**config.mk**
```make
export PLATFORM = sky130hd
export DESIGN_NAME = y_ctrl_fsm_flat
export DESIGN_NICKNAME = d
export VERILOG_FILES = /design/src/rtl/y_ctrl_pkg.sv /design/src/rtl/y_ctrl_fsm_if.sv /design/src/rtl/y_ctrl_decode.sv /design/src/rtl/y_ctrl_fsm.sv /design/src/flat_wrapper.sv
export SDC_FILE = /design/constraint.sdc
export NUM_CORES = 1
export LEC_CHECK = 0
export BUFFER_PORTS_ARGS = -buffer_cell sky130_fd_sc_hd__buf_2
export CAP_MARGIN = 20
export CORE_MARGIN = 3
export CORE_UTILIZATION = 54
export DETAILED_ROUTE_END_ITERATION = 7
export PLACE_DENSITY = 0.81
export RECOVER_POWER = 25
export SLEW_MARGIN = 30
export SYNTH_ARGS = -nofsm -noshare
export SYNTH_HDL_FRONTEND = slang
export SYNTH_SLANG_ARGS = --single-unit
```
**constraint.sdc**
```tcl
create_clock -name clk -period 3.7 [get_ports clk]
set_input_delay 0.37 -clock clk [delete_from_list [all_inputs] [get_ports clk]]
set_output_delay 0.37 -clock clk [all_outputs]
set_load 0.01 [all_outputs]
```
**src/rtl/y_ctrl_pkg.sv**
```systemverilog
// Shared types and constants for the y_ctrl multi-cycle control sequencer.
// Included by the decoder, the FSM and the bench.
package y_ctrl_pkg;

    typedef enum logic [2:0] {
        S_IDLE   = 3'd0,
        S_FETCH  = 3'd1,
        S_DECODE = 3'd2,
        S_EXEC   = 3'd3,
        S_MEM    = 3'd4,
        S_WB     = 3'd5,
        S_HALT   = 3'd6
    } state_t;

    localparam logic [6:0] OP_R    = 7'h33;
    localparam logic [6:0] OP_ADDI = 7'h13;
    localparam logic [6:0] OP_LW   = 7'h03;
    localparam logic [6:0] OP_SW   = 7'h23;
    localparam logic [6:0] OP_BEQ  = 7'h63;
    localparam logic [6:0] OP_JAL  = 7'h6F;

    localparam logic [2:0] ALU_AND = 3'b000;
    localparam logic [2:0] ALU_OR  = 3'b001;
    localparam logic [2:0] ALU_ADD = 3'b010;
    localparam logic [2:0] ALU_SUB = 3'b110;

    typedef struct packed {
        logic       alu_src;
        logic [2:0] op;
        logic       mem2reg;
        logic       regwr_en;
        logic       is_mem;
        logic       is_lw;
        logic       is_sw;
        logic       is_beq;
        logic       is_jal;
        logic       illegal;
    } dec_t;

endpackage

```
**src/rtl/y_ctrl_fsm_if.sv**
```systemverilog
// Bus between the control sequencer (master) and the yIF..yWB datapath (slave).
// Carries the instruction and branch/jump inputs, plus every control output.
interface y_ctrl_fsm_if #(parameter int XLEN = 32);
    logic            run;
    logic [XLEN-1:0] ins;
    logic [XLEN-1:0] imm;
    logic [XLEN-1:0] jTarget;
    logic            zero;
    logic [XLEN-1:0] pc;
    logic [XLEN-1:0] ir;
    logic            RegWrite;
    logic            ALUSrc;
    logic            MemRead;
    logic            MemWrite;
    logic            Mem2Reg;
    logic [2:0]      op;
    logic [2:0]      state;
    logic            retired;
    logic            illegal;

    modport master (
        input  run, ins, imm, jTarget, zero,
        output pc, ir, RegWrite, ALUSrc, MemRead, MemWrite, Mem2Reg, op, state, retired, illegal
    );

    modport slave (
        output run, ins, imm, jTarget, zero,
        input  pc, ir, RegWrite, ALUSrc, MemRead, MemWrite, Mem2Reg, op, state, retired, illegal
    );
endinterface

```
**src/rtl/y_ctrl_decode.sv**
```systemverilog
// Combinational opcode/funct3 decoder for the RV32 subset handled by y_ctrl_fsm.
// Unknown opcodes return safe defaults with illegal raised.
module y_ctrl_decode
    import y_ctrl_pkg::*;
(
    input  logic [6:0] opcode,
    input  logic [2:0] funct3,
    output dec_t       dec
);
    always_comb begin
        dec         = '0;
        dec.alu_src = 1'b1;
        dec.op      = ALU_ADD;
        case (opcode)
            OP_R: begin
                dec.alu_src  = 1'b0;
                dec.regwr_en = 1'b1;
                if (funct3 == 3'b110)      dec.op = ALU_OR;
                else if (funct3 == 3'b111) dec.op = ALU_AND;
            end
            OP_ADDI: dec.regwr_en = 1'b1;
            OP_LW: begin
                dec.mem2reg  = 1'b1;
                dec.regwr_en = 1'b1;
                dec.is_mem   = 1'b1;
                dec.is_lw    = 1'b1;
            end
            OP_SW: begin
                dec.is_mem = 1'b1;
                dec.is_sw  = 1'b1;
            end
            OP_BEQ: begin
                dec.alu_src = 1'b0;
                dec.op      = ALU_SUB;
                dec.is_beq  = 1'b1;
            end
            OP_JAL: begin
                dec.regwr_en = 1'b1;
                dec.is_jal   = 1'b1;
            end
            default: dec.illegal = 1'b1;
        endcase
    end
endmodule

```
**src/rtl/y_ctrl_fsm.sv**
```systemverilog
// Multi-cycle control sequencer: owns pc/ir, steps FETCH..WB per instruction
// and drives registered datapath controls aligned with the reported state.
module y_ctrl_fsm
    import y_ctrl_pkg::*;
#(
    parameter int              XLEN     = 32,
    parameter logic [XLEN-1:0] ENTRY_PC = 'h28
) (
    input logic          clk,
    input logic          rst_n,
    y_ctrl_fsm_if.master bus
);
    state_t          state_q, state_d;
    logic [XLEN-1:0] pc_q, ir_q, pc_nxt;
    logic            zero_q;
    logic            alu_src_q, mem2reg_q, regwrite_q, memread_q, memwrite_q;
    logic            retired_q, illegal_q;
    logic [2:0]      op_q;
    dec_t            dec;

    y_ctrl_decode u_decode (
        .opcode (ir_q[6:0]),
        .funct3 (ir_q[14:12]),
        .dec    (dec)
    );

    always_comb begin
        state_d = state_q;
        case (state_q)
            S_IDLE:   if (bus.run) state_d = S_FETCH;
            S_FETCH:  state_d = S_DECODE;
            S_DECODE: state_d = dec.illegal ? S_HALT : S_EXEC;
            S_EXEC:   state_d = dec.is_mem ? S_MEM : S_WB;
            S_MEM:    state_d = S_WB;
            S_WB:     state_d = bus.run ? S_FETCH : S_IDLE;
            S_HALT:   state_d = S_HALT;
            default:  state_d = S_IDLE;
        endcase
    end

    always_comb begin
        pc_nxt = pc_q + XLEN'(4);
        if (dec.is_beq && zero_q) pc_nxt = pc_q + (bus.imm << 1);
        else if (dec.is_jal)      pc_nxt = pc_q + (bus.jTarget << 2);
    end

    // Strobes are computed from state_d so they line up with the state they belong to.
    always_ff @(posedge clk or negedge rst_n) begin
        if (!rst_n) begin
            state_q    <= S_IDLE;
            pc_q       <= ENTRY_PC;
            ir_q       <= '0;
            zero_q     <= 1'b0;
            alu_src_q  <= 1'b1;
            op_q       <= ALU_ADD;
            mem2reg_q  <= 1'b0;
            regwrite_q <= 1'b0;
            memread_q  <= 1'b0;
            memwrite_q <= 1'b0;
            retired_q  <= 1'b0;
            illegal_q  <= 1'b0;
        end else begin
            state_q <= state_d;
            if (state_q == S_FETCH) ir_q <= bus.ins;
            if (state_q == S_DECODE) begin
                if (dec.illegal) begin
                    illegal_q <= 1'b1;
                end else begin
                    alu_src_q <= dec.alu_src;
                    op_q      <= dec.op;
                    mem2reg_q <= dec.mem2reg;
                end
            end
            if (state_q == S_EXEC) zero_q <= bus.zero;
            if (state_q == S_WB)   pc_q   <= pc_nxt;
            regwrite_q <= (state_d == S_WB) && dec.regwr_en;
            memread_q  <= ((state_d == S_MEM) || (state_d == S_WB)) && dec.is_lw;
            memwrite_q <= (state_d == S_MEM) && dec.is_sw;
            retired_q  <= (state_d == S_WB);
        end
    end

    assign bus.pc       = pc_q;
    assign bus.ir       = ir_q;
    assign bus.RegWrite = regwrite_q;
    assign bus.ALUSrc   = alu_src_q;
    assign bus.MemRead  = memread_q;
    assign bus.MemWrite = memwrite_q;
    assign bus.Mem2Reg  = mem2reg_q;
    assign bus.op       = op_q;
    assign bus.state    = state_q;
    assign bus.retired  = retired_q;
    assign bus.illegal  = illegal_q;
endmodule

```
**src/flat_wrapper.sv**
```systemverilog
// flat-port wrapper written by rule: the top's interface ports become plain ports
module y_ctrl_fsm_flat import y_ctrl_pkg::*;
#(
    parameter int              XLEN     = 32,
    parameter logic [XLEN-1:0] ENTRY_PC = 'h28
)
  (clk, rst_n, bus_run, bus_ins, bus_imm, bus_jTarget, bus_zero, bus_pc, bus_ir, bus_RegWrite, bus_ALUSrc, bus_MemRead, bus_MemWrite, bus_Mem2Reg, bus_op, bus_state, bus_retired, bus_illegal);
  y_ctrl_fsm_if #(.XLEN(XLEN)) bus_i ();
  input logic clk;
  input logic rst_n;
  input wire logic [$bits(bus_i.run)-1:0] bus_run;
  input wire logic [$bits(bus_i.ins)-1:0] bus_ins;
  input wire logic [$bits(bus_i.imm)-1:0] bus_imm;
  input wire logic [$bits(bus_i.jTarget)-1:0] bus_jTarget;
  input wire logic [$bits(bus_i.zero)-1:0] bus_zero;
  output wire logic [$bits(bus_i.pc)-1:0] bus_pc;
  output wire logic [$bits(bus_i.ir)-1:0] bus_ir;
  output wire logic [$bits(bus_i.RegWrite)-1:0] bus_RegWrite;
  output wire logic [$bits(bus_i.ALUSrc)-1:0] bus_ALUSrc;
  output wire logic [$bits(bus_i.MemRead)-1:0] bus_MemRead;
  output wire logic [$bits(bus_i.MemWrite)-1:0] bus_MemWrite;
  output wire logic [$bits(bus_i.Mem2Reg)-1:0] bus_Mem2Reg;
  output wire logic [$bits(bus_i.op)-1:0] bus_op;
  output wire logic [$bits(bus_i.state)-1:0] bus_state;
  output wire logic [$bits(bus_i.retired)-1:0] bus_retired;
  output wire logic [$bits(bus_i.illegal)-1:0] bus_illegal;
  assign bus_i.run = bus_run;
  assign bus_i.ins = bus_ins;
  assign bus_i.imm = bus_imm;
  assign bus_i.jTarget = bus_jTarget;
  assign bus_i.zero = bus_zero;
  assign bus_pc = bus_i.pc;
  assign bus_ir = bus_i.ir;
  assign bus_RegWrite = bus_i.RegWrite;
  assign bus_ALUSrc = bus_i.ALUSrc;
  assign bus_MemRead = bus_i.MemRead;
  assign bus_MemWrite = bus_i.MemWrite;
  assign bus_Mem2Reg = bus_i.Mem2Reg;
  assign bus_op = bus_i.op;
  assign bus_state = bus_i.state;
  assign bus_retired = bus_i.retired;
  assign bus_illegal = bus_i.illegal;
  y_ctrl_fsm #(.XLEN(XLEN), .ENTRY_PC(ENTRY_PC)) u_core (.clk(clk), .rst_n(rst_n), .bus(bus_i));
endmodule
```
==> results of run 1 <==
-- layout by cell type (no fill, tap or decap), types with 9 or more instances in the layout --
cell type    n
a211oi_1     9
a21o_1      26
a21oi_1     76
a31oi_1     11
and2_1      31
buf_2      171
buf_4       10
clkbuf_16    9
dfrtp_1     73
ha_1        59
inv_1       18
mux2_2      35
nand2_1     74
nor2_1      58
nor3_1      14
o21a_1      11
o21ai_0     37
o21ai_1     17
xnor2_1     25
xor2_1      26
-- stage by stage --
stage / instance area, um^2 / total power, mW / hold slack, ns / instances / setup WS, ns
floorplan: 6510 / 3.85 / 0.0744 / 756 / 0.242
global placement: 7520 / 4.77 / 0.435 / 1052 / 0.177
detailed placement: 7520 / 4.85 / 0.443 / 1052 / 0.0813
CTS: 7830 / 5.79 / 0.231 / 1068 / 0.00441
global route: 7870 / 6.28 / 0.252 / 1071 / 0.0184
finish: 7870 / 5.81 / 0.254 / 1071 / 0.207
-- cells by family (layout without fill, tap and decap cells) --
group / after synthesis / in the layout
xor+xnor: 51 / 51
compound gates: 249 / 249
fa+ha+maj: 61 / 61
flops: 77 / 77
buf+inv: 45 / 217
other cells: 1 / 1
simple gates: 235 / 235
mux: 37 / 37
-- power groups by stage --
| stage | clock network, mW | logic, mW | registers [mW] |
|---|---|---|---|
| after global placement | 0 | 3.20 | 1.56 |
| after floorplan | 0 | 2.18 | 1.66 |
| after detailed placement | 0 | 3.26 | 1.58 |
| after global routing | 0.956 | 3.69 | 1.63 |
| after CTS | 0.922 | 3.29 | 1.57 |
| final | 0.904 | 3.32 | 1.58 |
-- Yosys cell counts, drive strengths merged (3+ instances only) --
master | instances | share of area
nand3 | 8 | 0.0061
o2111ai | 4 | 0.0054
o21a | 12 | 0.014
and2 | 32 | 0.031
a21o | 27 | 0.031
nand2b | 8 | 0.0077
xnor2 | 25 | 0.034
and3 | 6 | 0.0061
a21boi | 3 | 0.0035
nor3 | 14 | 0.011
ha | 59 | 0.11
a211oi | 12 | 0.017
clkbuf | 25 | 0.014
nor2b | 9 | 0.0086
dfstp | 4 | 0.016
or3 | 5 | 0.0048
xor2 | 26 | 0.035
o21ai | 55 | 0.043
mux2 | 35 | 0.061
nand2 | 74 | 0.043
nor2 | 58 | 0.033
or2 | 3 | 0.0029
dfrtp | 73 | 0.28
inv | 18 | 0.010
a211o | 3 | 0.0040
a31oi | 11 | 0.011
o21bai | 7 | 0.0086
nor3b | 4 | 0.0054
nand4 | 8 | 0.0077
o31ai | 4 | 0.0046
a21oi | 79 | 0.061
o211ai | 8 | 0.0092
-- how the worst min path moves through the flow --
| stage | start | end | cells after the start |
|---|---|---|---|
| 2_1_floorplan | rst_n | u_core.bus.Mem2Reg | 0 |
| 3_3_place_gp | u_core.bus.illegal | u_core.bus.illegal | 1 |
| 3_5_place_dp | u_core.bus.illegal | u_core.bus.illegal | 1 |
| 4_1_cts | rst_n | u_core.bus.ir[1] | 1 |
| 5_1_grt | bus_ins[17] | u_core.bus.ir[17] | 2 |
| 6_report | bus_ins[6] | u_core.bus.ir[6] | 3 |
-- state kept, by name, summed over array words and instances (netlist names) --
name and cells:
u_core.bus.Mem2Reg 1, u_core.bus.retired 1, u_core.bus.ir 32, u_core.bus.MemRead 1
u_core.bus.op 3, u_core.bus.state 3, u_core.zero_q 1, u_core.bus.RegWrite 1
u_core.bus.pc 31, u_core.bus.ALUSrc 1, u_core.bus.MemWrite 1, u_core.bus.illegal 1
-- worst register-to-register path: cells and delay by family (launching register included) --
kind | cells | cell delay [ns]
xor gates and xnor gates | 2 | 0.33
and+or+nand+nor | 5 | 0.69
adders and majority gates | 1 | 0.35
DFF | 1 | 0.37
buffers and inverters | 1 | 0.17
AOI/OAI and AO/OA | 7 | 1.48
-- timing repair --
item,4_1_cts,5_1_grt
setup endpoints to repair,0,15
resized for setup,0,5
hold buffers,0,0
buffers inserted,0,3
-- area by class of cell --
class	count	area, um^2
Multi-Input combinational cell	634	4430
Fill cell	985	3750
Sequential cell	77	1930
Timing Repair Buffer	183	956
Clock buffer	9	225
Tap cell	143	179
Clock inverter	7	81.3
Inverter	18	67.6
-- layer usage --
layer / up-vias / track usage / wire (um)
li1: 3088 / - / -
met1: 2880 / 0.358 / 7970
met2: 262 / 0.410 / 7800
met3: 42 / 0.0580 / 1380
met4: 0 / 0.0928 / 481
met5: - / 0 / 0
==> impl_metrics.json, run 1 <==
{
  "nNetsFinal": 1084,
  "power.leakage_nw": 3.82,
  "path_depth": 16,
  "reg2regPathDepth": 16,
  "area_delta_synth_final_pct": 20.8,
  "grt_max_degree": 78,
  "drive_above_1_share": 0.280,
  "timing.final.crit_share": 0.944,
  "violations": "capacitance limit, slew limit",
  "overflow": 0,
  "grt_pass1_wl_mm": 28.2,
  "cp_num_buf_inv": 1,
  "power_frac_comb": 0.572,
  "numPortBuffers": 172,
  "core_mm2": 0.0116,
  "rr_startpoint": "u_core.bus.ir[5]",
  "wire_per_inst_um": 16.5,
  "syn-num-nets": 917,
  "setup_tns_ns": 0,
  "die_w_um": 116,
  "synth_edf_count": 0,
  "hold_viol_final": 0,
  "cp-start-kind": "flop",
  "syn_area_mm2": 0.00651,
  "tightest_slew_ns": 1.90,
  "synth-xor-area-share": 0.0686,
  "hpwl_mm": 13.5,
  "h-tree-depth": 3,
  "finalClockSkew_ns": 0.00865,
  "worstReg2RegEnd": "u_core.bus.pc[31]",
  "internal_power_mw": 3.22,
  "n_antenna_cell": 0,
  "crit_family": "compound AO/OA/AOI/OAI gates",
  "maxCapViolCount": 1,
  "cts-root-buf": "clkbuf_16",
  "fmax_mhz": 286,
  "synth_cells": 756,
  "required_ns": 3.91,
  "grtUsageTotal": 0.261,
  "finalWirelength_mm": 17.6,
  "path_cells": "nor2b_2 -> nand2_1 -> nor2_1 -> and3_1 -> buf_12 -> and2_1 -> ha_1 -> o211ai_1 -> o211ai_1 -> a41oi_2 -> a211oi_4 -> o2111ai_1 -> a21oi_1 -> xor2_1 -> o2bb2ai_1 -> xor2_1",
  "power_frac_seq": 0.272,
  "p_switching_mw": 2.59,
  "vdd.ir_drop.worst_v": 0.000535,
  "cellPowerDensity_mw_per_mm2": 738,
  "yosysUniqueCellTypes": 74,
  "slew_headroom": -0.266,
  "antenna_found_initial": 0,
  "synth_ff_type": "dfrtp_1",
  "setup_viol": 0,
  "cts_buffers": 9,
  "clk_pin_slew_worst_paths_ns": 0.06,
  "crit_arrival_ns": 3.70,
  "ys_ff_latch": 77,
  "rsz0062_at_grt": "false",
  "synth_compound_gate_area_share": 0.249,
  "synthAdderAreaFrac": 0.120,
  "end_kind": "flop",
  "yosys_warnings": 0,
  "synth-simple-area-share": 0.175,
  "cts_tree": "done",
  "synth.avg_cell_area_um2": 8.61,
  "fp-row-count": 39,
  "die-area_mm2": 0.0134,
  "critPathMaxStageDelay_ns": 0.37,
  "grt_pass1_vias": 6024,
  "path_class": "flop to flop",
  "cp_max_fo": 31,
  "die_y_um": 116,
  "r2r_setup_slack_ns": 0.21,
  "num_vias": 6272,
  "outcome": "finished with violations",
  "cp_slowest_cell": "dfrtp_1",
  "p_sw_frac": 0.445,
  "first_pass_iters": 5,
  "post_drt_via_cell_ratio": 5.86,
  "synth_top_family_by_area": "compound AO/OA/AOI/OAI gates",
  "place.gp.congestion": 0.870,
  "cts_sinks": 77,
  "clk_path_buf_depth": 2,
  "ios": 177,
  "drc_errors": 0,
  "initial_core_util": 0.561,
  "yosysSeqAreaShare": 0.297,
  "fin_util": 0.677,
  "async_reset_ff_frac": 1.00,
  "critPathLaunch": "u_core.bus.ir[5]",
  "hold_class": "primary input to flop",
  "clock_latency_ns": 0.34,
  "clockPowerShare": 0.156,
  "slew_viol_final": 78,
  "final_antenna_net_count": 0,
  "crit_end": "u_core.bus.pc[31]",
  "synth.area.mux_share": 0.0636,
  "drtIter0Drc": 635,
  "finalCriticalPeriod_ns": 3.49
}
No activity file was read; power rests on OpenSTA's default activity.
==> run 2: changes to the inputs <==
ABC_AREA = 1   (was not set)
CAP_MARGIN = not set   (was 20)
CORE_UTILIZATION = 55   (was 54)
PLACE_DENSITY = 0.8   (was 0.81)
==> run 2 against run 1 <==
The flow still finishes with violations (capacitance limit, slew limit). Critical path depth stayed put. Register-to-register slack better by 0.42 ns. Hold slack worse by 0.024 ns. First-iteration DRC count is 9.0% higher. Sequential share of layout area is 3.6 points lower. Cell area is 17% higher. Non-clock buffer count is 8 lower. Power is 8.5% higher. Clock power is 3.5% higher. Synthesized cell count is 73% higher. Count of clock-buffer cells in the layout is 2 higher.
==> impl_metrics.json, run 2 <==
{
  "clockPowerShare": 0.149,
  "outcome": "finished with violations",
  "cellPowerDensity_mw_per_mm2": 683,
  "yosysMostFrequentCell": "nand2_1",
  "antenna_found_initial": 0,
  "final_antenna_net_count": 0,
  "cts-root-buf": "clkbuf_16",
  "finalClockSkew_ns": 0.00581,
  "cts_buffers": 9,
  "cp-start-kind": "flop",
  "die-area_mm2": 0.0158,
  "synth_top_area_share": 0.233,
  "hold_class": "primary input to flop",
  "first_pass_iters": 5,
  "grt_max_degree": 78,
  "path_class": "flop to flop",
  "async_reset_ff_frac": 1.00,
  "finalCriticalPeriod_ns": 3.07,
  "place_inst": 1643,
  "final_common_cell": "nand2_1",
  "n_antenna_cell": 0,
  "h-tree-depth": 3,
  "cp_max_fo": 5,
  "setup_tns_ns": 0,
  "timing.final.crit_share": 0.831,
  "p_sw_frac": 0.487,
  "required_ns": 3.91,
  "p_switching_mw": 3.07,
  "tightest_slew_ns": 1.87,
  "cts_sinks": 77,
  "power_frac_comb": 0.597,
  "largest_register_ffs": 32,
  "synth.area.top_cells": "nand2_1, dfrtp_1, inv_1",
  "drive_above_1_share": 0.170,
  "num_vias": 8653,
  "maxCapViolCount": 1,
  "vdd.ir_drop.worst_v": 0.000540,
  "grtUsageTotal": 0.279,
  "power.leakage_nw": 5.62,
  "final_cell_mix": "nand2_1, inv_1, buf_2",
  "yosys_warnings": 0,
  "nNetsFinal": 1635,
  "ys_ff_latch": 77,
  "overflow": 0,
  "clock_latency_ns": 0.33,
  "crit_arrival_ns": 3.29,
  "cts_tree": "done",
  "postCtsHoldBufs": 0,
  "post-route-cell-area_mm2": 0.00923,
  "initial_core_util": 0.567,
  "power_frac_seq": 0.254,
  "min_from": "bus_zero",
  "yosysUniqueCellTypes": 40,
  "cts_setup_buffers": 0,
  "slew_viol_final": 78,
  "ys_top_cells_by_count": "nand2_1, inv_1, nor2_1",
  "area_delta_synth_final_pct": 16.9,
  "finalWirelength_mm": 22.6,
  "die_w_um": 126,
  "clk_path_buf_depth": 2,
  "internal_power_mw": 3.23,
  "violations": "capacitance limit, slew limit",
  "slew_headroom": -0.248,
  "place.gp.congestion": 0.951,
  "ios": 177,
  "synth_ff_type": "dfrtp_1",
  "critPathLaunch": "u_core.bus.ir[4]",
  "syn-num-nets": 1468,
  "clk_pin_slew_worst_paths_ns": 0.06,
  "wire_per_inst_um": 13.6,
  "fp-row-count": 43,
  "numPortBuffers": 172,
  "fmax_mhz": 325,
  "drc_errors": 0,
  "synth.avg_cell_area_um2": 6.04,
  "rsz0062_at_grt": "false",
  "drtIter0Drc": 692,
  "synth_area_leader_cell": "nand2_1",
  "post_cts_resized": 0,
  "end_kind": "flop",
  "hold_viol_final": 0,
  "rr_startpoint": "u_core.bus.ir[4]",
  "syn_area_mm2": 0.00790,
  "post_drt_via_cell_ratio": 5.22,
  "instances_no_fill": 1659,
  "core_mm2": 0.0139,
  "placed_area_mm2": 0.00892,
  "synth_edf_count": 0,
  "setup_viol": 0,
  "die_y_um": 126,
  "yosysSeqAreaShare": 0.245,
  "power_mw": 6.30,
  "hpwl_mm": 18.4,
  "hold_slack_ns": 0.229,
  "fillers": 1343,
  "grt_pass1_wl_mm": 36.4,
  "r2r_setup_slack_ns": 0.63,
  "grt_pass1_vias": 7986,
  "synth_cells": 1307
}
==> run 2: routing by layer <==
layer	routed length [um]	global-route usage	up-vias
met5	0	0	-
met4	663	0.0845	0
met3	2120	0.0560	49
met2	10300	0.469	366
met1	9580	0.364	3860
li1	-	-	4378
==> run 2: kinds of logic after synthesis <==
| group | Yosys count | synth area share |
|---|---|---|
| buf+inv | 258 | 0.126 |
| other cells | 1 | 0.000475 |
| compound gates | 110 | 0.0748 |
| fa+ha+maj | 61 | 0.0986 |
| simple gates | 754 | 0.395 |
| flops | 77 | 0.245 |
| xor+xnor | 17 | 0.0189 |
| mux | 29 | 0.0414 |
==> run 2: area by class of cell <==
cell class                 count  area (um^2)  area share
tap                          180          225      0.0244
sequential                    77         1930       0.209
clock buffer                  11          233      0.0252
clock inverter                 5         83.8     0.00908
timing repair buffer         175          883      0.0957
multi-input combinational    972         4980       0.539
inverter                     239          897      0.0972
==> run 2: stage by stage <==
step                utilization  worst slack (ns)
floorplan                     -             0.801
global placement          0.640             0.716
detailed placement        0.640             0.648
CTS                       0.663             0.623
global route              0.662             0.385
finish                    0.662             0.626
==> run 2: worst paths after layout <==
| kind | end | cells past startpoint |
|---|---|---|
| setup / recovery | u_core.bus.pc[18] | 16 |
| setup reg to reg | u_core.bus.pc[18] | 16 |
| min in group asynchronous | u_core.bus.ir[12] | 1 |
| hold reg to reg | u_core.bus.op[1] | 2 |
| hold / removal | u_core.zero_q | 3 |
| max in group asynchronous | u_core.bus.pc[31] | 1 |
==> run 2: critical path, stage by stage, from the launching register on <==
cell and delay [ns]:
dfrtp_1 0.43, inv_2 0.09, nand2_1 0.08, nor2_2 0.17
nand2_1 0.15, or2_2 0.30, ha_1 0.23, fa_1 0.45
nand3_1 0.12, nand3_1 0.16, nand2_1 0.10, nand2_1 0.11
nand2_1 0.08, nand2_1 0.05, or2_0 0.19, a21oi_1 0.15
a21oi_1 0.09
==> run 2: power groups by stage <==
stage / sequential, mW / combinational [mW] / clock, mW
after CTS: 1.59 / 3.73 / 0.945
after global placement: 1.59 / 3.63 / 0
after global routing: 1.65 / 4.23 / 0.980
after detailed placement: 1.60 / 3.71 / 0
after floorplan: 1.66 / 2.51 / 0
final: 1.60 / 3.76 / 0.936
==> run 3: changes to the inputs <==
clock period = 3 ns   (was 3.7 ns; I/O delays follow)
==> run 3 against run 2 <==
The flow still finishes with violations (capacitance limit, slew limit). Utilization increased by 0.22 points. Clock skew increased by 0.0018 ns. Sequential share of layout area decreased by 0.068 points. Highest routed layer unchanged. Critical path depth decreased by 1. Sequential cell count unchanged. Global-route usage increased by 0.93 points. Critical endpoint unchanged.
==> impl_metrics.json, run 3 (synthesis results as in run 2) <==
{
  "outcome": "finished with violations",
  "violations": "capacitance limit, slew limit",
  "multiInputGateArea_mm2": 0.00499,
  "required_ns": 3.23,
  "hold_viol_final": 0,
  "die_w_um": 126,
  "grt_pass1_wl_mm": 37.3,
  "use_met3": 0.0492,
  "finalWirelength_mm": 22.6,
  "cp-start-kind": "flop",
  "finalCriticalPeriod_ns": 2.76,
  "cp_slowest_cell": "fa_2",
  "cts_buffers": 9,
  "fillers": 1304,
  "fmax_mhz": 362,
  "area_delta_synth_final_pct": 17.3,
  "setup_tns_ns": 0,
  "rr_startpoint": "u_core.bus.ir[1]",
  "grt_pass1_vias": 8150,
  "critPathMaxStageDelay_ns": 0.39,
  "clk_path_buf_depth": 2,
  "hold_slack_ns": 0.152,
  "n_antenna_cell": 0,
  "use_met2": 0.484,
  "cts-root-buf": "clkbuf_16",
  "drc_errors": 0,
  "final_antenna_net_count": 0,
  "nNetsFinal": 1640,
  "busiest_layer": "met2",
  "critPathMostFrequentCell": "nand2_1",
  "cp_num_buf_inv": 0,
  "cts_tree": "done",
  "use_met1": 0.372,
  "final_cell_mix": "nand2_1, inv_1, buf_2",
  "cellPowerDensity_mw_per_mm2": 833,
  "critPathLaunch": "u_core.bus.ir[1]",
  "place.gp.congestion": 0.949,
  "power.leakage_nw": 5.65,
  "finalClockSkew_ns": 0.00759,
  "hold_class": "primary input to flop",
  "num_vias": 8580,
  "path_cells": "nand2_2 -> nor3_4 -> nand2_2 -> or2_2 -> ha_1 -> fa_2 -> nand3_1 -> nand3_2 -> nand2_1 -> nand2_1 -> nand2_1 -> nand2_1 -> or2_0 -> a21oi_1 -> a21oi_1",
  "h-tree-depth": 3,
  "antenna_found_initial": 0,
  "end_kind": "flop",
  "fp-row-count": 43,
  "slew_viol_final": 78,
  "wire_per_inst_um": 13.6,
  "drive_above_1_share": 0.176,
  "clock_latency_ns": 0.35,
  "overflow": 0,
  "die_y_um": 126,
  "path_class": "flop to flop",
  "seq_area_mm2": 0.00193,
  "crit_arrival_ns": 2.98,
  "hpwl_mm": 18.7,
  "initial_core_util": 0.567,
  "post_drt_via_cell_ratio": 5.16,
  "setup_viol": 0,
  "vdd.ir_drop.worst_v": 0.000510,
  "crit_family": "simple AND/OR/NAND/NOR gates",
  "die-area_mm2": 0.0158,
  "ios": 177,
  "grtUsageTotal": 0.288,
  "cp_max_fo": 5,
  "numPortBuffers": 172,
  "largest_register_ffs": 32,
  "cts_setup_buffers": 0,
  "grt_max_degree": 78,
  "fin_util": 0.665,
  "tightest_slew_ns": 1.88,
  "rsz0062_at_grt": "false",
  "final_common_cell": "nand2_1",
  "cts_sinks": 77,
  "slew_headroom": -0.251,
  "first_pass_iters": 6,
  "clk_pin_slew_worst_paths_ns": 0.06,
  "drtIter0Drc": 580,
  "min_from": "bus_zero",
  "timing.final.crit_share": 0.920,
  "maxCapViolCount": 1,
  "core_mm2": 0.0139
}
==> run 3: cell types whose count changed in the layout (fill, tap and decap cells not counted), moves of 2 or more <==
cell	delta
clkbuf_1	-2
clkinv_4	+2
bufinv_16	-2
buf_4	+4
==> run 3: worst min-delay path, cell delays in order <==
cell and delay (ns):
buf_2 0.07, nand2_1 0.04, nand2_1 0.05
==> run 3: where the power goes <==
group / switching, mW / total [mW] / internal (mW) / leakage (nW)
clock: 0.446 / 1.03 / 0.586 / 0.135
sequential: 0.471 / 1.97 / 1.50 / 0.900
combinational: 2.92 / 4.71 / 1.79 / 4.61
total: 3.84 / 7.71 / 3.88 / 5.65
==> run 3: layer usage <==
| layer | part of all wire | up-vias |
|---|---|---|
| met1 | 0.42 | 3814 |
| met3 | 0.085 | 47 |
| li1 | - | 4393 |
| met2 | 0.46 | 326 |
| met5 | 0 | - |
| met4 | 0.030 | 0 |
==> run 3: metrics by stage <==
step	std cells	total power, mW	setup WS, ns	area (um^2)
final	1664	7.71	0.241	9260
after global routing	1664	8.43	0.00588	9260
after CTS	1664	7.66	0.0520	9240
after detailed placement	1648	6.60	0.0826	8950
after global placement	1648	6.49	0.158	8950
after floorplan	1307	5.14	0.101	7900
==> run 3: path summary, 6_finish.rpt <==
check / endpoint / slack [ns] / depth (start not counted)
setup / recovery: u_core.bus.pc[18] / 0.24 / 15
hold / removal: u_core.zero_q / 0.15 / 3
setup reg to reg: u_core.bus.pc[18] / 0.24 / 15
hold reg to reg: u_core.bus.illegal / 0.48 / 2
max in group asynchronous: u_core.bus.pc[30] / 1.42 / 1
min in group asynchronous: u_core.bus.ir[12] / 0.47 / 1
==> run 3: layout make-up <==
class / count / area share
clock buffers: 10 / 0.0258
clock inverters: 6 / 0.00500
inverters: 239 / 0.0969
multi-input cells: 972 / 0.539
flip-flops and latches: 77 / 0.209
well taps: 180 / 0.0243
repair buffers: 180 / 0.100
==> run 3: timing repair <==
item / CTS / global route
setup endpoints to repair: 0 / 15
hold buffers: 0 / 0
gates resized for setup: 0 / 6
